<file path="src/rtl/pxi_pkg.sv">
// Shared definitions for the PXI local-bus DMA read arbiter.
// Holds the burst FSM encoding and the default wait-state timeout.
package pxi_pkg;

  typedef enum logic [2:0] {
    IDLE     = 3'd0,
    ARB      = 3'd1,
    WAIT_ADS = 3'd2,
    DATA     = 3'd3,
    DONE     = 3'd4
  } state_t;

  localparam int unsigned WAIT_MAX_DEFAULT = 64;
  localparam logic [15:0] XFER_CNT_MAX     = 16'hFFFF;

endpackage

</file>
<file path="src/rtl/pxi_dma_arbiter_rr.sv">
// Round-robin requester selection: the first set request after the
// previously granted index wins, wrapping modulo NREQ.
module rr_arbiter #(
  parameter int NREQ = 4,
  parameter int IW   = 2
) (
  input  logic [NREQ-1:0] req,
  input  logic [IW-1:0]   last,
  output logic [NREQ-1:0] grant,
  output logic [IW-1:0]   index,
  output logic            valid
);

  always_comb begin
    index = '0;
    valid = 1'b0;
    // Scan from the farthest candidate to the nearest so the nearest one sticks.
    for (int k = NREQ; k >= 1; k--) begin
      if (req[IW'((int'(last) + k) % NREQ)]) begin
        index = IW'((int'(last) + k) % NREQ);
        valid = 1'b1;
      end
    end
    grant = valid ? (NREQ'(1) << index) : '0;
  end

endmodule

</file>
<file path="src/rtl/pxi_dma_arbiter.sv">
// Arbitrates PXI local-bus DMA reads among NREQ acquisition FIFOs, pacing
// beats with READYN and popping only the granted FIFO when it has data.
module pxi_dma_arbiter
  import pxi_pkg::*;
#(
  parameter int NREQ     = 4,
  parameter int WAIT_MAX = WAIT_MAX_DEFAULT
) (
  input  logic            LCLK,
  input  logic            RSTN,
  input  logic            LHOLD,
  output logic            LHOLDA,
  input  logic            ADSN,
  input  logic            BLASTN,
  input  logic            DMA_RD_N,
  input  logic [NREQ-1:0] REQ,
  input  logic [NREQ-1:0] FIFO_EMPTY,
  output logic [NREQ-1:0] GNT,
  output logic [NREQ-1:0] POP,
  output logic            READYN,
  output logic [15:0]     XFER_CNT,
  output logic            ABORT,
  input  logic            ABORT_CLR
);

  localparam int IW = (NREQ > 1) ? $clog2(NREQ) : 1;
  localparam int WW = $clog2(WAIT_MAX + 1);

  state_t          state;
  logic            lholda_q;
  logic [NREQ-1:0] gnt_q;
  logic [IW-1:0]   gnt_idx;
  logic [IW-1:0]   last_idx;
  logic [15:0]     xfer_cnt_q;
  logic            abort_q;
  logic [WW-1:0]   wait_cnt;

  logic [NREQ-1:0] rr_grant;
  logic [IW-1:0]   rr_index;
  logic            rr_valid;

  logic            beat;
  logic            timeout;

  rr_arbiter #(
    .NREQ (NREQ),
    .IW   (IW)
  ) u_rr (
    .req   (REQ),
    .last  (last_idx),
    .grant (rr_grant),
    .index (rr_index),
    .valid (rr_valid)
  );

  // A beat needs the bridge reading and the granted FIFO holding data; the
  // bridge samples READYN in the same cycle, so this path stays combinational.
  assign beat    = (state == DATA) && !DMA_RD_N && !FIFO_EMPTY[gnt_idx];
  assign timeout = (state == DATA) && !beat && LHOLD &&
                   (wait_cnt == WW'(WAIT_MAX - 1));

  assign READYN   = !beat;
  assign POP      = beat ? gnt_q : '0;
  assign LHOLDA   = lholda_q;
  assign GNT      = gnt_q;
  assign XFER_CNT = xfer_cnt_q;
  assign ABORT    = abort_q;

  always_ff @(posedge LCLK) begin
    if (!RSTN) begin
      state      <= IDLE;
      lholda_q   <= 1'b0;
      gnt_q      <= '0;
      gnt_idx    <= '0;
      last_idx   <= IW'(NREQ - 1);
      xfer_cnt_q <= '0;
      abort_q    <= 1'b0;
      wait_cnt   <= '0;
    end else begin
      lholda_q <= LHOLD;

      // A timeout in the same cycle as a clear request must win.
      if (ABORT_CLR) abort_q <= 1'b0;
      if (timeout)   abort_q <= 1'b1;

      if (beat && (xfer_cnt_q != XFER_CNT_MAX)) begin
        xfer_cnt_q <= xfer_cnt_q + 16'd1;
      end

      if ((state != IDLE) && !LHOLD) begin
        state <= IDLE;
        gnt_q <= '0;
      end else begin
        unique case (state)
          IDLE: begin
            if (lholda_q && (REQ != '0)) state <= ARB;
          end
          ARB: begin
            if (rr_valid) begin
              gnt_q   <= rr_grant;
              gnt_idx <= rr_index;
              state   <= WAIT_ADS;
            end else begin
              state <= IDLE;
            end
          end
          WAIT_ADS: begin
            if (!ADSN && !DMA_RD_N) begin
              xfer_cnt_q <= '0;
              wait_cnt   <= '0;
              state      <= DATA;
            end
          end
          DATA: begin
            if (beat) begin
              wait_cnt <= '0;
              if (!BLASTN) state <= DONE;
            end else if (timeout) begin
              state <= DONE;
            end else begin
              wait_cnt <= wait_cnt + WW'(1);
            end
          end
          DONE: begin
            gnt_q    <= '0;
            last_idx <= gnt_idx;
            state    <= IDLE;
          end
          default: state <= IDLE;
        endcase
      end
    end
  end

endmodule

</file>
<file path="config.mk">
export PLATFORM = sky130hd
export DESIGN_NAME = pxi_dma_arbiter
export DESIGN_NICKNAME = d
export VERILOG_FILES = /design/src/rtl/pxi_pkg.sv /design/src/rtl/pxi_dma_arbiter_rr.sv /design/src/rtl/pxi_dma_arbiter.sv
export SDC_FILE = /design/constraint.sdc
export NUM_CORES = 1
export LEC_CHECK = 0
export ABC_AREA = 1
export BUFFER_PORTS_ARGS = -buffer_cell sky130_fd_sc_hd__buf_2
export CAP_MARGIN = 30
export CORE_MARGIN = 10
export CORE_UTILIZATION = 59
export CTS_CLUSTER_SIZE = 14
export DETAILED_ROUTE_END_ITERATION = 10
export PLACE_DENSITY = 0.94
export SETUP_SLACK_MARGIN = 0.05
export SLEW_MARGIN = 25
export SYNTH_ARGS = -nofsm -noshare
export SYNTH_HDL_FRONTEND = slang
export SYNTH_SLANG_ARGS = --single-unit
</file>
<file path="constraint.sdc">
create_clock -name LCLK -period 2.4 [get_ports LCLK]
set_input_delay 0.48 -clock LCLK [delete_from_list [all_inputs] [get_ports LCLK]]
set_output_delay 0.48 -clock LCLK [all_outputs]
set_load 0.05 [all_outputs]
</file>
==> out/results.ini, run 1 <==
[grt]
antenna_found_initial=0
grt_pass1_vias=2095
grt_pass1_wl_um=8707
grt_use_total_pct=16.46
gr-total-overflow=0
grt_start_max_net_pins=11

[clock_tree]
clockRootBuffer=clkbuf_4
clk_latency_ns=0.35
cts_tree=built
cts_hold_buf=0
cts_sinks=36
numCtsBuffers=5
clk_pin_slew_worst_paths_ns=0.11
postCtsResizedCells=0
post_cts.repair.setup_buffers=0
h-tree-depth=2
cts_buffer_depth=2

[synth]
ys_ff_latch=36
syn_inst=342
synth_area_per_cell_um2=6.197
synth.distinct_cells=32
synth_top_family_by_area=simple AND/OR/NAND/NOR gates
synth_fa_ha_area_share_pct=1.181
synthTopCellsByArea=dfxtp_1, nand2_1, inv_1
synth-simple-area-share_pct=40.38
synth_top_area_share_pct=34.00
synth_xor_area_share_pct=0.4132
syn_nets=359
synth_compound_area_share_pct=12.04
synth_area_um2=2120
synth_area_leader_cell=dfxtp_1
muxShareOfSynthArea_pct=0
yosysSeqAreaShare_pct=34.00
yosysWarnings=0

[finish]
multiInputGateArea_um2=1145
antenna_cells=0
postLayoutCoreUtil_pct=70.95
nNetsFinal=406
stdcell_count=435
syn_to_final_growth_pct=14.34
fill_cells=304
drive_gt1_share_pct=16.45
final_area_um2=2424
seq_area_um2=720.7

[worst_hold_path]
hold_path.startpoint=ABORT_CLR
holdPathStages=4
hold_class=in2reg
hold_end=ABORT

[place]
io_buffers=41
gp_congestion=0.9601
dpl_cell_area_um2=2377
hpwlAfterDp_um=4179
placed_cells=428

[power]
switchingPower_mw=0.4847
irDropWorstVdd_mv=0.4955
pwr-share-comb_pct=26.8
clkPwrFrac_pct=23.0
p_leak_nw=1.199
p_per_area_nw_per_um2=551.9
sequentialPowerShare_pct=50.2
internal_power_mw=0.8530
switching_share_pct=36.23

[critical_path]
cp-end-kind=output pin
crit_chain=nand2_1 > nor3_2 > nand3_2 > nor2_1 > buf_2
cp-start-kind=flip-flop
r2r_start=state[1]
path_max_fanout=7
slowest_stage=dfxtp_1
reg2reg_to=XFER_CNT[14]
reg2reg_depth=9
critPathKind=reg2out
worstPathRequired_ns=1.92
r2r_slack_ns=0.54
worst_ep_arrival_time_ns=1.75
max_stage_delay_ns=0.45

[floorplanning]
die_y_um=79.94
fp-row-count=21
die-area_um2=6390
die_w_um=79.94
start_util_pct=62.05
ios=42
core_um2=3416

[drt]
wirelength_um=5177
firstDrtPassIters=5
wire_per_inst_um=11.90
viasPerCell=5.209
drt-initial-drc-count=162
vias=2266
drc=0
route.antenna.remaining_nets=0

[timing]
rsz0062_at_grt=false
setup_viol=0
hold-worst-slack_ns=0.3738
hold_violations=0
max-slew-margin-rel_pct=63.87
worstMarginPinSlew_ns=0.5370
period_share_pct=92.95
fin_worst_skew_ns=0.009687
min_period_ns=2.231
slew_violations=0
setup_tns_ns=0
timing.fmax_mhz=448.3

[outcome]
status=completed

[job]
drv_cap=0

[state kept, by name, summed over array words and instances, names as in the netlist]
name / cells
XFER_CNT: 16
wait_cnt: 7
GNT: 4
state: 3
gnt_idx: 2
last_idx: 2
ABORT: 1
LHOLDA: 1
[critical path: cells and delay by family, from the launching register on]
| family | cells | cell delay [ns] |
|---|---|---|
| and+or+nand+nor | 4 | 0.66 |
| DFF | 1 | 0.45 |
| buffers and inverters | 1 | 0.28 |
[logic make-up after synthesis]
kind of cell    count (synthesis)
compound gates                 45
xor+xnor                        1
fa+ha+maj                       2
buf+inv                        65
flops                          36
simple gates                  193
[layer usage]
metal	vias up	wire length (um)	global-route usage, %
met5	-	0	0
met2	74	2506	28.49
li1	1187	-	-
met1	998	2175	18.13
met4	0	74	5.458
met3	7	421	5.968
[Yosys cell counts (all sizes together)]
cell type and n:
a21oi 18, a31oi 3, and3 3, buf 2
clkbuf 1, clkinv 1, dfxtp 36, ha 2
inv 61, nand2 98, nand3 25, nand4 8
nor2 43, nor3 12, nor3b 2, nor4 1
o211a 1, o211ai 3, o21a 1, o21ai 18
o41ai 1, or2 1, xnor2 1
[final cells by class]
| cell class | count | share of cell area, % |
|---|---|---|
| Multi-Input combinational cell | 241 | 47.24 |
| Sequential cell | 36 | 29.74 |
| Inverter | 62 | 9.654 |
| Timing Repair Buffer | 43 | 9.086 |
| Tap cell | 46 | 2.375 |
| Clock buffer | 6 | 1.704 |
| Clock inverter | 1 | 0.2065 |
[power groups by stage]
stage	combinational [mW]	clock, mW	sequential [mW]
6_report	0.358	0.308	0.672
2_1_floorplan	0.251	0	0.701
3_5_place_dp	0.353	0	0.684
4_1_cts	0.355	0.315	0.671
5_1_grt	0.408	0.335	0.678
3_3_place_gp	0.344	0	0.681
[how the worst max path moves through the flow]
stage | from | end | slack, ns
3_3_place_gp | DMA_RD_N | POP[2] | 0.53
3_5_place_dp | DMA_RD_N | POP[1] | 0.47
6_report | state[1] | POP[1] | 0.17
2_1_floorplan | DMA_RD_N | POP[0] | 0.12
5_1_grt | state[1] | POP[1] | 0.08
4_1_cts | state[1] | POP[1] | 0.16
[cells in the final DEF (no fill, tap or decap), types with 5 or more instances in the layout]
cell,netlist,layout
nand2_1,95,95
inv_1,59,59
nor2_1,42,42
buf_2,1,41
dfxtp_1,36,36
nand3_1,24,24
a21oi_1,16,16
o21ai_0,13,13
nor3_1,10,10
nand4_1,8,8
o21ai_1,5,5
clkbuf_4,0,5
[metrics by stage]
| step | worst slack, ns | total power [mW] |
|---|---|---|
| floorplan | 0.1220 | 0.9518 |
| global placement | 0.5286 | 1.025 |
| detailed placement | 0.4675 | 1.037 |
| CTS | 0.1587 | 1.340 |
| global route | 0.08206 | 1.420 |
| finish | 0.1693 | 1.338 |
(Power assumes the default switching activity.)
==> inputs of run 2 (changes only) <==
--- a/config.mk
+++ b/config.mk
@@ -10,6 +10,7 @@
 export CAP_MARGIN = 30
 export CORE_MARGIN = 10
 export CORE_UTILIZATION = 59
+export CTS_BUF_LIST = sky130_fd_sc_hd__clkbuf_16
 export CTS_CLUSTER_SIZE = 14
 export DETAILED_ROUTE_END_ITERATION = 10
 export PLACE_DENSITY = 0.94
==> run 2 against run 1 <==
Effect of this change: worst hold slack better by 0.089 ns; combinational power up 2%; core utilization up 2.6 points; total power up 23%; critical endpoint unchanged.
==> out/results.ini, run 2 (synthesis results as in run 1) <==
[drt]
wire_per_inst_um=12.80  ; +7.6%
wirelength_um=5570  ; +7.6%
firstDrtPassIters=6  ; +1
viasPerCell=5.336  ; +2.4%
drt-initial-drc-count=214  ; +32%
route.antenna.remaining_nets=0  ; unchanged
vias=2321  ; +2.4%
drc=0  ; unchanged

[timing]
hold_violations=0  ; unchanged
setup_viol=0  ; unchanged
worstMarginPinSlew_ns=0.5426  ; +0.005666 ns
setup_tns_ns=0  ; unchanged
min_period_ns=2.173  ; -0.05737 ns
slew_violations=0  ; unchanged
fin_worst_skew_ns=0.003856  ; -0.005831 ns
timing.fmax_mhz=460.1  ; +2.6%
hold-worst-slack_ns=0.4631  ; +0.08935 ns
max-slew-margin-rel_pct=63.65  ; -0.22 points
rsz0062_at_grt=false
period_share_pct=90.56  ; -2.4 points
setup_ws_ns=0.2266  ; +0.05737 ns

[outcome]
status=completed

[finish]
postLayoutCoreUtil_pct=73.52  ; +2.6 points
stdcell_count=435  ; unchanged
syn_to_final_growth_pct=18.48
multiInputGateArea_um2=1145  ; unchanged
fill_cells=285  ; -6.3%
antenna_cells=0  ; unchanged
final_cell_mix=nand2_1, inv_1, nor2_1
final_area_um2=2511  ; +3.6%
largest_register_ffs=16  ; unchanged
layout_commonest_cell=nand2_1
seq_area_um2=720.7  ; unchanged
drive_gt1_share_pct=16.45  ; unchanged
nNetsFinal=406  ; unchanged

[critical_path]
worst_ep_arrival_time_ns=1.69  ; -0.06 ns
reg2reg_depth=11  ; +2
cp-end-kind=output pin
path_max_fanout=7  ; unchanged
crit_family=simple AND/OR/NAND/NOR gates
crit_chain=nand2_1 > nor3_2 > nand3_2 > nor2_1 > buf_2
reg2reg_to=XFER_CNT[9]
max_stage_delay_ns=0.45  ; about the same
cp-start-kind=flip-flop
worstPathRequired_ns=1.92  ; about the same
critPathKind=reg2out
r2r_start=XFER_CNT[0]
cp_num_buf_inv=1  ; unchanged
slowest_stage=dfxtp_1
r2r_slack_ns=0.50  ; -0.04 ns

[grt]
grtUsageMet3_pct=5.293  ; -0.68 points
grt_pass1_wl_um=9239  ; +6.1%
grt_start_max_net_pins=11  ; unchanged
grt-busiest-layer=met2
gr-total-overflow=0  ; unchanged
grt_use_total_pct=17.51  ; +1.1 points
gr-usage-met1_pct=18.90  ; +0.77 points
grt_pass1_vias=2192  ; +4.6%
antenna_found_initial=0  ; unchanged
met2_usage_pct=30.74  ; +2.2 points

[floorplanning]
die_w_um=79.94  ; unchanged
die_y_um=79.94  ; unchanged
start_util_pct=62.05  ; unchanged
die-area_um2=6390  ; unchanged
ios=42  ; unchanged
core_um2=3416  ; unchanged
fp-row-count=21  ; unchanged

[job]
drv_cap=0  ; unchanged

[place]
placed_cells=428  ; unchanged
dpl_cell_area_um2=2377  ; unchanged
io_buffers=41  ; unchanged
gp_congestion=0.9601  ; unchanged
dpl_worst_slack_ns=0.4675  ; unchanged
hpwlAfterDp_um=4179  ; unchanged

[worst_hold_path]
holdPathStages=4  ; unchanged
hold_class=in2reg
hold_path.startpoint=ABORT_CLR
hold_end=ABORT

[clock_tree]
clk_pin_slew_worst_paths_ns=0.05  ; -0.06 ns
postCtsResizedCells=0  ; unchanged
cts_buffer_depth=2  ; unchanged
cts_tree=built
h-tree-depth=2  ; unchanged
clk_latency_ns=0.28  ; -0.07 ns
cts_sinks=36  ; unchanged
cts_hold_buf=0  ; unchanged
numCtsBuffers=5  ; unchanged
clockRootBuffer=clkbuf_16
post_cts.repair.setup_buffers=0  ; unchanged

[power]
fin_total_pwr_mw=1.641  ; +23%
p_per_area_nw_per_um2=653.5  ; +18%
p_leak_nw=1.242  ; +3.6%
irDropWorstVdd_mv=0.4787  ; -3.4%

==> run 2: cell count changes in the layout (fill, tap and decap cells not counted), sizes merged <==
cell,before,now
clkbuf,6,5
inv,61,62
==> run 2: worst max path at each step <==
stage | from | to | slack [ns] | depth (start not counted)
after floorplan | DMA_RD_N | POP[0] | 0.12 | 3
after global placement | DMA_RD_N | POP[2] | 0.53 | 5
after detailed placement | DMA_RD_N | POP[1] | 0.47 | 5
after CTS | state[1] | POP[1] | 0.27 | 5
after global routing | state[1] | POP[1] | 0.19 | 5
final | state[1] | POP[1] | 0.23 | 5
==> run 2: layer usage <==
metal,routed length (um),up-vias,part of all wire (%)
met2,2756,94,49
met1,2227,1034,40
li1,-,1184,-
met4,97,0,1.7
met3,489,9,8.8
met5,0,-,0
==> run 2: area by class of cell <==
type,count,share of cell area [%]
timing repair buffer,43,8.769
inverter,62,9.317
clock inverter,2,0.3488
multi-input combinational,241,45.59
sequential,36,28.70
clock buffer,5,4.983
tap,46,2.292
==> run 2: worst register-to-register path: cells and delay by family, from the launching register on <==
family / cells / cell delay (ns)
adders and majority gates: 1 / 0.23
DFF: 1 / 0.43
and+or+nand+nor: 8 / 0.98
buffers and inverters: 2 / 0.16
==> run 2: report_power, final <==
part	leakage, nW	switching, mW	total (mW)	internal (mW)
Combinational	0.880	0.255	0.366	0.111
Sequential	0.291	0.0387	0.675	0.636
Clock	0.0709	0.228	0.600	0.372
==> inputs of run 3 (changes only) <==
--- a/config.mk
+++ b/config.mk
@@ -13,6 +13,7 @@
 export CTS_BUF_LIST = sky130_fd_sc_hd__clkbuf_16
 export CTS_CLUSTER_SIZE = 14
 export DETAILED_ROUTE_END_ITERATION = 10
+export GPL_TIMING_DRIVEN = 0
 export PLACE_DENSITY = 0.94
 export SETUP_SLACK_MARGIN = 0.05
 export SLEW_MARGIN = 25
==> constraint.sdc (replaced) <==
create_clock -name LCLK -period 2.4 [get_ports LCLK]
set_input_delay 0.12 -clock LCLK [delete_from_list [all_inputs] [get_ports LCLK]]
set_output_delay 0.12 -clock LCLK [all_outputs]
set_load 0.05 [all_outputs]
==> run 3 against run 2 <==
Effect of this change: register-to-register slack lost 0.03 ns; via count is the same; largest power group unchanged; worst setup slack gained 0.25 ns; flip-flop and latch count is the same; critical path depth grew 3; core utilization grew 0.29 points; clock skew grew 0.0012 ns; largest cell class unchanged; global-route usage shrank 0.76 points.
==> out/results.ini, run 3 (synthesis results as in run 1) <==
[drt]
drt-initial-drc-count=261  ; +22%
top_layer=met4
wire_per_inst_um=12.40  ; -3.2%
wl_met1_um=2230  ; +0.13%
wirelength_um=5417  ; -2.7%
drc=0  ; unchanged
vias=2321  ; unchanged
firstDrtPassIters=5  ; -1
route.antenna.remaining_nets=0  ; unchanged
routed-wl-met3_um=522  ; +6.7%
wl_met2_um=2573  ; -6.6%
viasPerCell=5.311  ; -0.46%

[clock_tree]
clockRootBuffer=clkbuf_16
clk_latency_ns=0.28  ; about the same
numCtsBuffers=5  ; unchanged
clk_pin_slew_worst_paths_ns=0.05  ; about the same
post_cts.repair.setup_buffers=0  ; unchanged
cts_sinks=36  ; unchanged
cts_buffer_depth=2  ; unchanged
cts_tree=built
cts_hold_buf=0  ; unchanged
postCtsResizedCells=0  ; unchanged
h-tree-depth=2  ; unchanged

[job]
drv_cap=0  ; unchanged

[place]
io_buffers=41  ; unchanged
gp_congestion=0.8900  ; -7.3%
dpl_cell_area_um2=2382  ; +0.21%
hpwlAfterDp_um=4018  ; -3.9%

[critical_path]
worst_ep_arrival_time_ns=2.09  ; +0.40 ns
critPathKind=reg2reg
cp-end-kind=flip-flop
worstPathRequired_ns=2.56  ; +0.64 ns
path_max_fanout=10  ; +3
cp-start-kind=flip-flop

[power]
fin_total_pwr_mw=1.654  ; +0.77%
internal_power_mw=1.123  ; +0.32%
sequentialPowerShare_pct=40.6  ; -0.5 points
pwr-share-comb_pct=22.1  ; -0.2 points
p_per_area_nw_per_um2=655.9  ; +0.37%
switching_share_pct=32.09  ; +0.31 points
switchingPower_mw=0.5307  ; +1.8%
irDropWorstVdd_mv=0.6163  ; +29%
p_leak_nw=1.241  ; about the same
clkPwrFrac_pct=37.3  ; +0.7 points

[finish]
final_cell_mix=nand2_1, inv_1, nor2_1, buf_2, dfxtp_1
syn_to_final_growth_pct=18.95
layout_commonest_cell=nand2_1
multiInputGateArea_um2=1145  ; unchanged
drive_gt1_share_pct=16.62  ; +0.17 points
nNetsFinal=407  ; +0.25%
largest_register_ffs=16  ; unchanged
final_area_um2=2521  ; +0.40%
fill_cells=273  ; -4.2%
seq_area_um2=720.7  ; unchanged
antenna_cells=0  ; unchanged

[floorplanning]
fp-row-count=21  ; unchanged
die_w_um=79.94  ; unchanged
core_um2=3416  ; unchanged
die-area_um2=6390  ; unchanged
ios=42  ; unchanged
start_util_pct=62.05  ; unchanged
die_y_um=79.94  ; unchanged

[timing]
hold_violations=0  ; unchanged
worstMarginPinSlew_ns=0.5329  ; -0.009775 ns
timing.fmax_mhz=519.4  ; +13%
max-slew-margin-rel_pct=64.28  ; +0.63 points
min_period_ns=1.925  ; -0.2482 ns
fin_worst_skew_ns=0.005071  ; +0.001215 ns
setup_viol=0  ; unchanged
period_share_pct=80.22  ; -10 points
setup_tns_ns=0  ; unchanged
slew_violations=0  ; unchanged
rsz0062_at_grt=false

[grt]
grt_pass1_wl_um=8694  ; -5.9%
grt_start_max_net_pins=12  ; +1
gr-total-overflow=0  ; unchanged
antenna_found_initial=0  ; unchanged
grt_pass1_vias=2088  ; -4.7%
grt_use_total_pct=16.76  ; -0.76 points

[worst_hold_path]
hold_class=in2reg

[outcome]
status=completed

run 3: cell type report:
cell class / count / share of cell area, %
multi-input cells: 241 / 45.41
flip-flops and latches: 36 / 28.59
inverters: 62 / 9.280
repair buffers: 41 / 8.139
clock buffers: 5 / 4.963
well taps: 46 / 2.283
plain buffers: 3 / 0.7940
clock inverters: 3 / 0.5459
run 3: through the flow:
stage | utilization, % | worst slack (ns) | cells | hold WS, ns
floorplan | - | 0.4226 | 342 | 0.2135
global placement | 69.74 | 0.6015 | 429 | 0.3704
detailed placement | 69.74 | 0.5051 | 429 | 0.3822
CTS | 73.81 | 0.5023 | 437 | 0.08901
global route | 73.81 | 0.3104 | 437 | 0.1078
finish | 73.81 | 0.4748 | 437 | 0.08484
run 3: worst paths after layout:
kind | start | endpoint | slack [ns] | cells after the start
hold / removal | ABORT_CLR | ABORT | 0.08 | 4
setup reg to reg | state[1] | XFER_CNT[6] | 0.47 | 8
setup / recovery | state[1] | XFER_CNT[6] | 0.47 | 8
hold reg to reg | ABORT | ABORT | 0.47 | 2
run 3: critical path, stage by stage (launching register included):
cell	delay (ns)
dfxtp_1	0.43
nand2_1	0.15
nor3_2	0.19
nand3_2	0.25
nor2_2	0.22
buf_6	0.17
nand2_2	0.08
nor3_1	0.23
nor3b_2	0.08
run 3: metal layers:
layer / global-route usage, % / vias up
li1: - / 1183
met1: 18.25 / 1037
met2: 28.89 / 91
met3: 6.532 / 10
met4: 5.634 / 0
met5: 0 / -
run 3: power groups by stage:
| stage | sequential, mW | clock, mW | combinational, mW |
|---|---|---|---|
| 2_1_floorplan | 0.701 | 0 | 0.251 |
| 6_report | 0.672 | 0.616 | 0.366 |
| 4_1_cts | 0.670 | 0.623 | 0.358 |
| 3_5_place_dp | 0.683 | 0 | 0.352 |
| 5_1_grt | 0.674 | 0.641 | 0.406 |
| 3_3_place_gp | 0.680 | 0 | 0.340 |
